File: src/rtl/hs_arb_pkg.sv
// Shared types and default bus widths for the hiscore work-RAM arbiter.
package hs_arb_pkg;

  localparam int DEF_AW = 16;
  localparam int DEF_DW = 8;

  typedef enum logic [2:0] {
    ST_IDLE    = 3'd0,
    ST_WAIT_VB = 3'd1,
    ST_SETTLE  = 3'd2,
    ST_GRANT   = 3'd3,
    ST_RELEASE = 3'd4
  } arb_state_t;

endpackage

File: src/rtl/hs_ram_arbiter_if.sv
// Bundle of hiscore, CPU, video/pause and RAM-port signals around the arbiter.
interface hs_ram_arbiter_if
  import hs_arb_pkg::*;
#(
  parameter int AW = DEF_AW,
  parameter int DW = DEF_DW
);
  logic          vblank;
  logic          user_pause;
  logic          hs_access;
  logic [AW-1:0] hs_address;
  logic [DW-1:0] hs_data_in;
  logic          hs_write;
  logic          hs_grant;
  logic [DW-1:0] hs_data_out;
  logic [AW-1:0] cpu_addr;
  logic [DW-1:0] cpu_dout;
  logic          cpu_we;
  logic [DW-1:0] ram_dout;
  logic [AW-1:0] ram_addr;
  logic [DW-1:0] ram_din;
  logic          ram_we;
  logic          cpu_pause;

  modport slave (
    input  vblank, user_pause, hs_access, hs_address, hs_data_in, hs_write,
           cpu_addr, cpu_dout, cpu_we, ram_dout,
    output hs_grant, hs_data_out, ram_addr, ram_din, ram_we, cpu_pause
  );

  modport master (
    output vblank, user_pause, hs_access, hs_address, hs_data_in, hs_write,
           cpu_addr, cpu_dout, cpu_we, ram_dout,
    input  hs_grant, hs_data_out, ram_addr, ram_din, ram_we, cpu_pause
  );

endinterface

File: src/rtl/hs_ram_arbiter.sv
// Hands the core work-RAM port to the hiscore engine during vblank, with the
// CPU paused for a settle period first and kept paused for one release clock.
//   state      | meaning
//   ST_IDLE    | CPU owns RAM, no request
//   ST_WAIT_VB | request seen, waiting for vertical blank
//   ST_SETTLE  | CPU held, counting down before grant
//   ST_GRANT   | hiscore engine owns RAM
//   ST_RELEASE | one clock back on CPU mux, CPU still held
module hs_ram_arbiter
  import hs_arb_pkg::*;
#(
  parameter int AW     = DEF_AW,
  parameter int DW     = DEF_DW,
  parameter int SETTLE = 4,
  parameter int CNTW   = 3
) (
  input  logic              clk,
  input  logic              reset,
  hs_ram_arbiter_if.slave   bus
);

  arb_state_t    r_state, w_state_nxt;
  logic [CNTW-1:0] r_cnt, w_cnt_nxt;
  logic          r_grant, w_grant_nxt;
  logic          r_hold, w_hold_nxt;
  logic [DW-1:0] r_data_out;

  logic [AW-1:0] w_ram_addr;
  logic [DW-1:0] w_ram_din;
  logic          w_ram_we;

  always_ff @(posedge clk) begin
    if (reset) begin
      r_state    <= ST_IDLE;
      r_cnt      <= '0;
      r_grant    <= 1'b0;
      r_hold     <= 1'b0;
      r_data_out <= '0;
    end else begin
      r_state <= w_state_nxt;
      r_cnt   <= w_cnt_nxt;
      r_grant <= w_grant_nxt;
      r_hold  <= w_hold_nxt;
      if (r_grant) r_data_out <= bus.ram_dout;
    end
  end

  always_comb begin
    w_state_nxt = r_state;
    w_cnt_nxt   = r_cnt;
    w_grant_nxt = r_grant;
    w_hold_nxt  = r_hold;
    case (r_state)
      ST_IDLE: begin
        if (bus.hs_access) w_state_nxt = ST_WAIT_VB;
      end
      ST_WAIT_VB: begin
        if (!bus.hs_access) begin
          w_state_nxt = ST_IDLE;
        end else if (bus.vblank) begin
          w_state_nxt = ST_SETTLE;
          w_hold_nxt  = 1'b1;
          w_cnt_nxt   = CNTW'(SETTLE - 1);
        end
      end
      ST_SETTLE: begin
        // A request withdrawn before expiry still goes through RELEASE.
        if (!bus.hs_access) begin
          w_state_nxt = ST_RELEASE;
        end else if (r_cnt == '0) begin
          w_state_nxt = ST_GRANT;
          w_grant_nxt = 1'b1;
        end else begin
          w_cnt_nxt = r_cnt - 1'b1;
        end
      end
      ST_GRANT: begin
        if (!bus.hs_access) begin
          w_state_nxt = ST_RELEASE;
          w_grant_nxt = 1'b0;
        end
      end
      ST_RELEASE: begin
        w_state_nxt = ST_IDLE;
        w_hold_nxt  = 1'b0;
      end
      default: begin
        w_state_nxt = ST_IDLE;
        w_grant_nxt = 1'b0;
        w_hold_nxt  = 1'b0;
      end
    endcase
  end

  // A paused CPU may still present a stale write strobe; block it while held.
  always_comb begin
    if (r_grant) begin
      w_ram_addr = bus.hs_address;
      w_ram_din  = bus.hs_data_in;
      w_ram_we   = bus.hs_write;
    end else begin
      w_ram_addr = bus.cpu_addr;
      w_ram_din  = bus.cpu_dout;
      w_ram_we   = bus.cpu_we & ~r_hold;
    end
  end

  assign bus.ram_addr    = w_ram_addr;
  assign bus.ram_din     = w_ram_din;
  assign bus.ram_we      = w_ram_we;
  assign bus.hs_grant    = r_grant;
  assign bus.hs_data_out = r_data_out;
  assign bus.cpu_pause   = r_hold | bus.user_pause;

endmodule

File: src/flat_wrapper.sv
// flat-port wrapper written by rule: the top's interface ports become plain ports
module hs_ram_arbiter_flat import hs_arb_pkg::*;
#(
  parameter int AW     = DEF_AW,
  parameter int DW     = DEF_DW,
  parameter int SETTLE = 4,
  parameter int CNTW   = 3
)
  (clk, reset, bus_vblank, bus_user_pause, bus_hs_access, bus_hs_address, bus_hs_data_in, bus_hs_write, bus_cpu_addr, bus_cpu_dout, bus_cpu_we, bus_ram_dout, bus_hs_grant, bus_hs_data_out, bus_ram_addr, bus_ram_din, bus_ram_we, bus_cpu_pause);
  hs_ram_arbiter_if #(.AW(AW), .DW(DW)) bus_i ();
  input  logic clk;
  input  logic reset;
  input wire logic [$bits(bus_i.vblank)-1:0] bus_vblank;
  input wire logic [$bits(bus_i.user_pause)-1:0] bus_user_pause;
  input wire logic [$bits(bus_i.hs_access)-1:0] bus_hs_access;
  input wire logic [$bits(bus_i.hs_address)-1:0] bus_hs_address;
  input wire logic [$bits(bus_i.hs_data_in)-1:0] bus_hs_data_in;
  input wire logic [$bits(bus_i.hs_write)-1:0] bus_hs_write;
  input wire logic [$bits(bus_i.cpu_addr)-1:0] bus_cpu_addr;
  input wire logic [$bits(bus_i.cpu_dout)-1:0] bus_cpu_dout;
  input wire logic [$bits(bus_i.cpu_we)-1:0] bus_cpu_we;
  input wire logic [$bits(bus_i.ram_dout)-1:0] bus_ram_dout;
  output wire logic [$bits(bus_i.hs_grant)-1:0] bus_hs_grant;
  output wire logic [$bits(bus_i.hs_data_out)-1:0] bus_hs_data_out;
  output wire logic [$bits(bus_i.ram_addr)-1:0] bus_ram_addr;
  output wire logic [$bits(bus_i.ram_din)-1:0] bus_ram_din;
  output wire logic [$bits(bus_i.ram_we)-1:0] bus_ram_we;
  output wire logic [$bits(bus_i.cpu_pause)-1:0] bus_cpu_pause;
  assign bus_i.vblank = bus_vblank;
  assign bus_i.user_pause = bus_user_pause;
  assign bus_i.hs_access = bus_hs_access;
  assign bus_i.hs_address = bus_hs_address;
  assign bus_i.hs_data_in = bus_hs_data_in;
  assign bus_i.hs_write = bus_hs_write;
  assign bus_i.cpu_addr = bus_cpu_addr;
  assign bus_i.cpu_dout = bus_cpu_dout;
  assign bus_i.cpu_we = bus_cpu_we;
  assign bus_i.ram_dout = bus_ram_dout;
  assign bus_hs_grant = bus_i.hs_grant;
  assign bus_hs_data_out = bus_i.hs_data_out;
  assign bus_ram_addr = bus_i.ram_addr;
  assign bus_ram_din = bus_i.ram_din;
  assign bus_ram_we = bus_i.ram_we;
  assign bus_cpu_pause = bus_i.cpu_pause;
  hs_ram_arbiter #(.AW(AW), .DW(DW), .SETTLE(SETTLE), .CNTW(CNTW)) u_core (.clk(clk), .reset(reset), .bus(bus_i));
endmodule
File: config.mk
export PLATFORM = sky130hd
export DESIGN_NAME = hs_ram_arbiter_flat
export DESIGN_NICKNAME = d
export VERILOG_FILES = /design/src/rtl/hs_arb_pkg.sv /design/src/rtl/hs_ram_arbiter_if.sv /design/src/rtl/hs_ram_arbiter.sv /design/src/flat_wrapper.sv
export SDC_FILE = /design/constraint.sdc
export NUM_CORES = 1
export LEC_CHECK = 0
export BUFFER_PORTS_ARGS = -buffer_cell sky130_fd_sc_hd__clkbuf_2
export CAP_MARGIN = 0
export CORE_UTILIZATION = 32
export CTS_CLUSTER_DIAMETER = 200
export DETAILED_ROUTE_END_ITERATION = 10
export MAX_ROUTING_LAYER = met4
export PLACE_DENSITY = 0.72
export SETUP_SLACK_MARGIN = 0.3
export SLEW_MARGIN = 20
export SYNTH_ARGS = -nofsm -noshare
export SYNTH_HDL_FRONTEND = slang
export SYNTH_SLANG_ARGS = --single-unit
File: constraint.sdc
create_clock -name clk -period 1.4 [get_ports clk]
set_input_delay 0.07 -clock clk [delete_from_list [all_inputs] [get_ports clk]]
set_output_delay 0.07 -clock clk [all_outputs]
set_load 0.02 [all_outputs]
==> flow_summary.ini <==
[setup_path]
regToRegSetupSlack_ns = 0.04
cp_data_required_time_ns = 1.33
cp-end-kind = output pin
critPathKind = reg -> out
path_max_fanout = 9
startpoint_type = flip-flop
cp.arrival_ns = 1.33

[cells_and_area]
nNetsFinal = 271
layout_common_cells = 70 x clkbuf_2, 24 x mux2_4, 23 x buf_8
antenna_cells = 0
nFillCells = 187
layout_commonest_cell = clkbuf_2
postLayoutCellArea_mm2 = 0.002135
drive_gt1_frac = 0.7707
fin_cells = 236
syn2layout_area_growth_pct = 120.7

[place]
dp_hpwl_um = 2401
numPlacedInstances = 221
port_buffers = 97
postPlaceCellArea_mm2 = 0.001595
place_congestion = 0.6893

[yosys]
yosysSeqAreaShare = 0.3312
syn-cell-area_um2 = 967.2
syn-num-nets = 161
synthCells = 96
synth.distinct_cells = 24
ys_warn_count = 0
synth.avg_cell_area_um2 = 10.07
synth_seq_cells = 16

[timing]
min_period_ns = 1.404
hold_viol = 0
rsz0062_at_grt = true
slew_violations = 0
fmaxAchievable_mhz = 712.1
fin_crit_sh = 1.003
worst_pin_slew_ns = 0.3643
relSlewSlack = 0.7572
final.setup.tns_ns = -0.006183
finalSetupViolCount = 2
setup_ws_ns = -0.004391
worst_hold_slack_ns = 0.02484
fin_worst_skew_ns = 0.008298

[grt]
antenna_found_initial = 0
gr-total-overflow = 0
grt_pass1_vias = 1156
grt_start_max_net_pins = 17
grt_use_total = 0.2121
grt_pass1_wl_um = 5175

[routing]
drtPass1Iterations = 7
wirelength_um = 3925
vias_per_cell = 5.000
drc = 20
drtAntennaViolNets = 0
dr.first_iter.drc_count = 87
wl_per_cell_um = 16.63
num_vias = 1180

[status]
violations = design-rule violations, negative setup slack
status = finished, violations left

[floorplanning]
die_w_um = 56.98
dieArea_mm2 = 0.003246
initial_core_util = 0.3448
io_pins = 98
rows = 19
die_y_um = 56.98
core_mm2 = 0.002805

[clock_network]
cts_htree_levels = 1
clk_path_buf_depth = 2
clk_latency_ns = 0.28
clock-sinks = 16
root_buffer = clkbuf_4
cts_tree = built
cts_made_buffers = 3
path_clk_slew_ns = 0.09

[worst_hold_path]
min_path_type = in -> reg

[run]
max-cap-violations = 0

[power]
ir_worst_vdd_mv = 0.5844
power.leakage_nw = 1.022
power.density_mw_per_mm2 = 574.4
==> path summary, 6_finish.rpt <==
kind	start	to	cells after the start
max	u_core.bus.hs_grant$_SDFFE_PP0P_	bus_ram_addr[13]	3
min	bus_ram_dout[3]	u_core.bus.hs_data_out[3]$_SDFFE_PP0P_	3
max reg2reg	u_core.r_cnt[0]$_SDFFE_PP0P_	u_core.r_cnt[1]$_SDFFE_PP0P_	6
min reg2reg	u_core.bus.hs_data_out[7]$_SDFFE_PP0P_	u_core.bus.hs_data_out[7]$_SDFFE_PP0P_	2
==> what timing repair did <==
item                       4_1_cts  5_1_grt
gates resized for setup         59       50
hold endpoints to repair         0        0
gates cloned                     1        1
setup buffers                    8        1
hold buffers                     0        0
pin swaps                        2        2
setup endpoints to repair       32       40
==> metal layers <==
metal  GRT usage  wire (µm)  vias to the layer above
met3     0.03628        331                        4
met5           -          0                        -
met4     0.05575         55                        0
met2      0.4336       2227                       56
met1      0.1989       1310                      550
li1            -          -                      570
==> synth_stat cells <==
library cell / n / share of area
mux2_2: 24 / 0.28
dfxtp_1: 16 / 0.33
nor2_1: 12 / 0.047
mux2i_1: 8 / 0.083
buf_2: 4 / 0.021
inv_1: 4 / 0.016
o21a_1: 4 / 0.031
a21oi_1: 3 / 0.016
nor3_1: 3 / 0.016
a311oi_1: 2 / 0.018
ha_1: 2 / 0.026
nand2b_4: 2 / 0.028
a2111oi_0: 1 / 0.0091
a21o_1: 1 / 0.0078
a22o_1: 1 / 0.0091
a31oi_1: 1 / 0.0065
a41oi_1: 1 / 0.0091
clkbuf_1: 1 / 0.0039
nand3b_1: 1 / 0.0078
nor2b_2: 1 / 0.0091
nor3b_1: 1 / 0.0078
nor4_1: 1 / 0.0065
or2_2: 1 / 0.0065
or3_1: 1 / 0.0065
==> registers in the layout, summed over array words and instances, names as in the netlist <==
name	flops
u_core.bus.hs_data_out	8
u_core.r_cnt	3
u_core.r_state	3
u_core.bus.hs_grant	1
u_core.r_hold	1
==> kinds of logic after synthesis <==
logic type / synth area share
AND/OR/NAND/NOR: 0.1346
adder cells (fa/ha/maj): 0.02587
multiplexers: 0.3622
flip-flops: 0.3312
buffers and inverters: 0.04010
AO/OA/AOI/OAI: 0.1061
==> where the power goes <==
group	switching, mW	internal, mW
logic	0.189	0.270
clock network	0.138	0.158
registers	0.00981	0.462
total	0.337	0.890
==> worst max-delay path: stages (launching register included) <==
cell and delay (ns):
dfxtp_4 0.43, buf_16 0.16, mux2_4 0.33, buf_8 0.13
==> cell type report <==
| type | instances | area [µm²] | share of cell area |
|---|---|---|---|
| Sequential cell | 16 | 329.1 | 0.1542 |
| Tap cell | 31 | 38.79 | 0.01817 |
| Multi-Input combinational cell | 71 | 780.7 | 0.3658 |
| Timing Repair Buffer | 110 | 929.6 | 0.4355 |
| Inverter | 4 | 20.02 | 0.009379 |
| Clock buffer | 4 | 36.28 | 0.01700 |
==> through the flow <==
| stage | utilization | total power [mW] | setup slack [ns] |
|---|---|---|---|
| 2_1_floorplan | - | 0.6551 | 0.1724 |
| 3_3_place_gp | 0.5687 | 0.7925 | 0.1279 |
| 3_5_place_dp | 0.5687 | 0.7993 | 0.07489 |
| 4_1_cts | 0.7070 | 1.177 | -0.02284 |
| 5_1_grt | 0.7609 | 1.281 | -0.05190 |
| 6_report | 0.7609 | 1.226 | -0.004391 |
No activity file was read; power rests on OpenSTA's default activity.
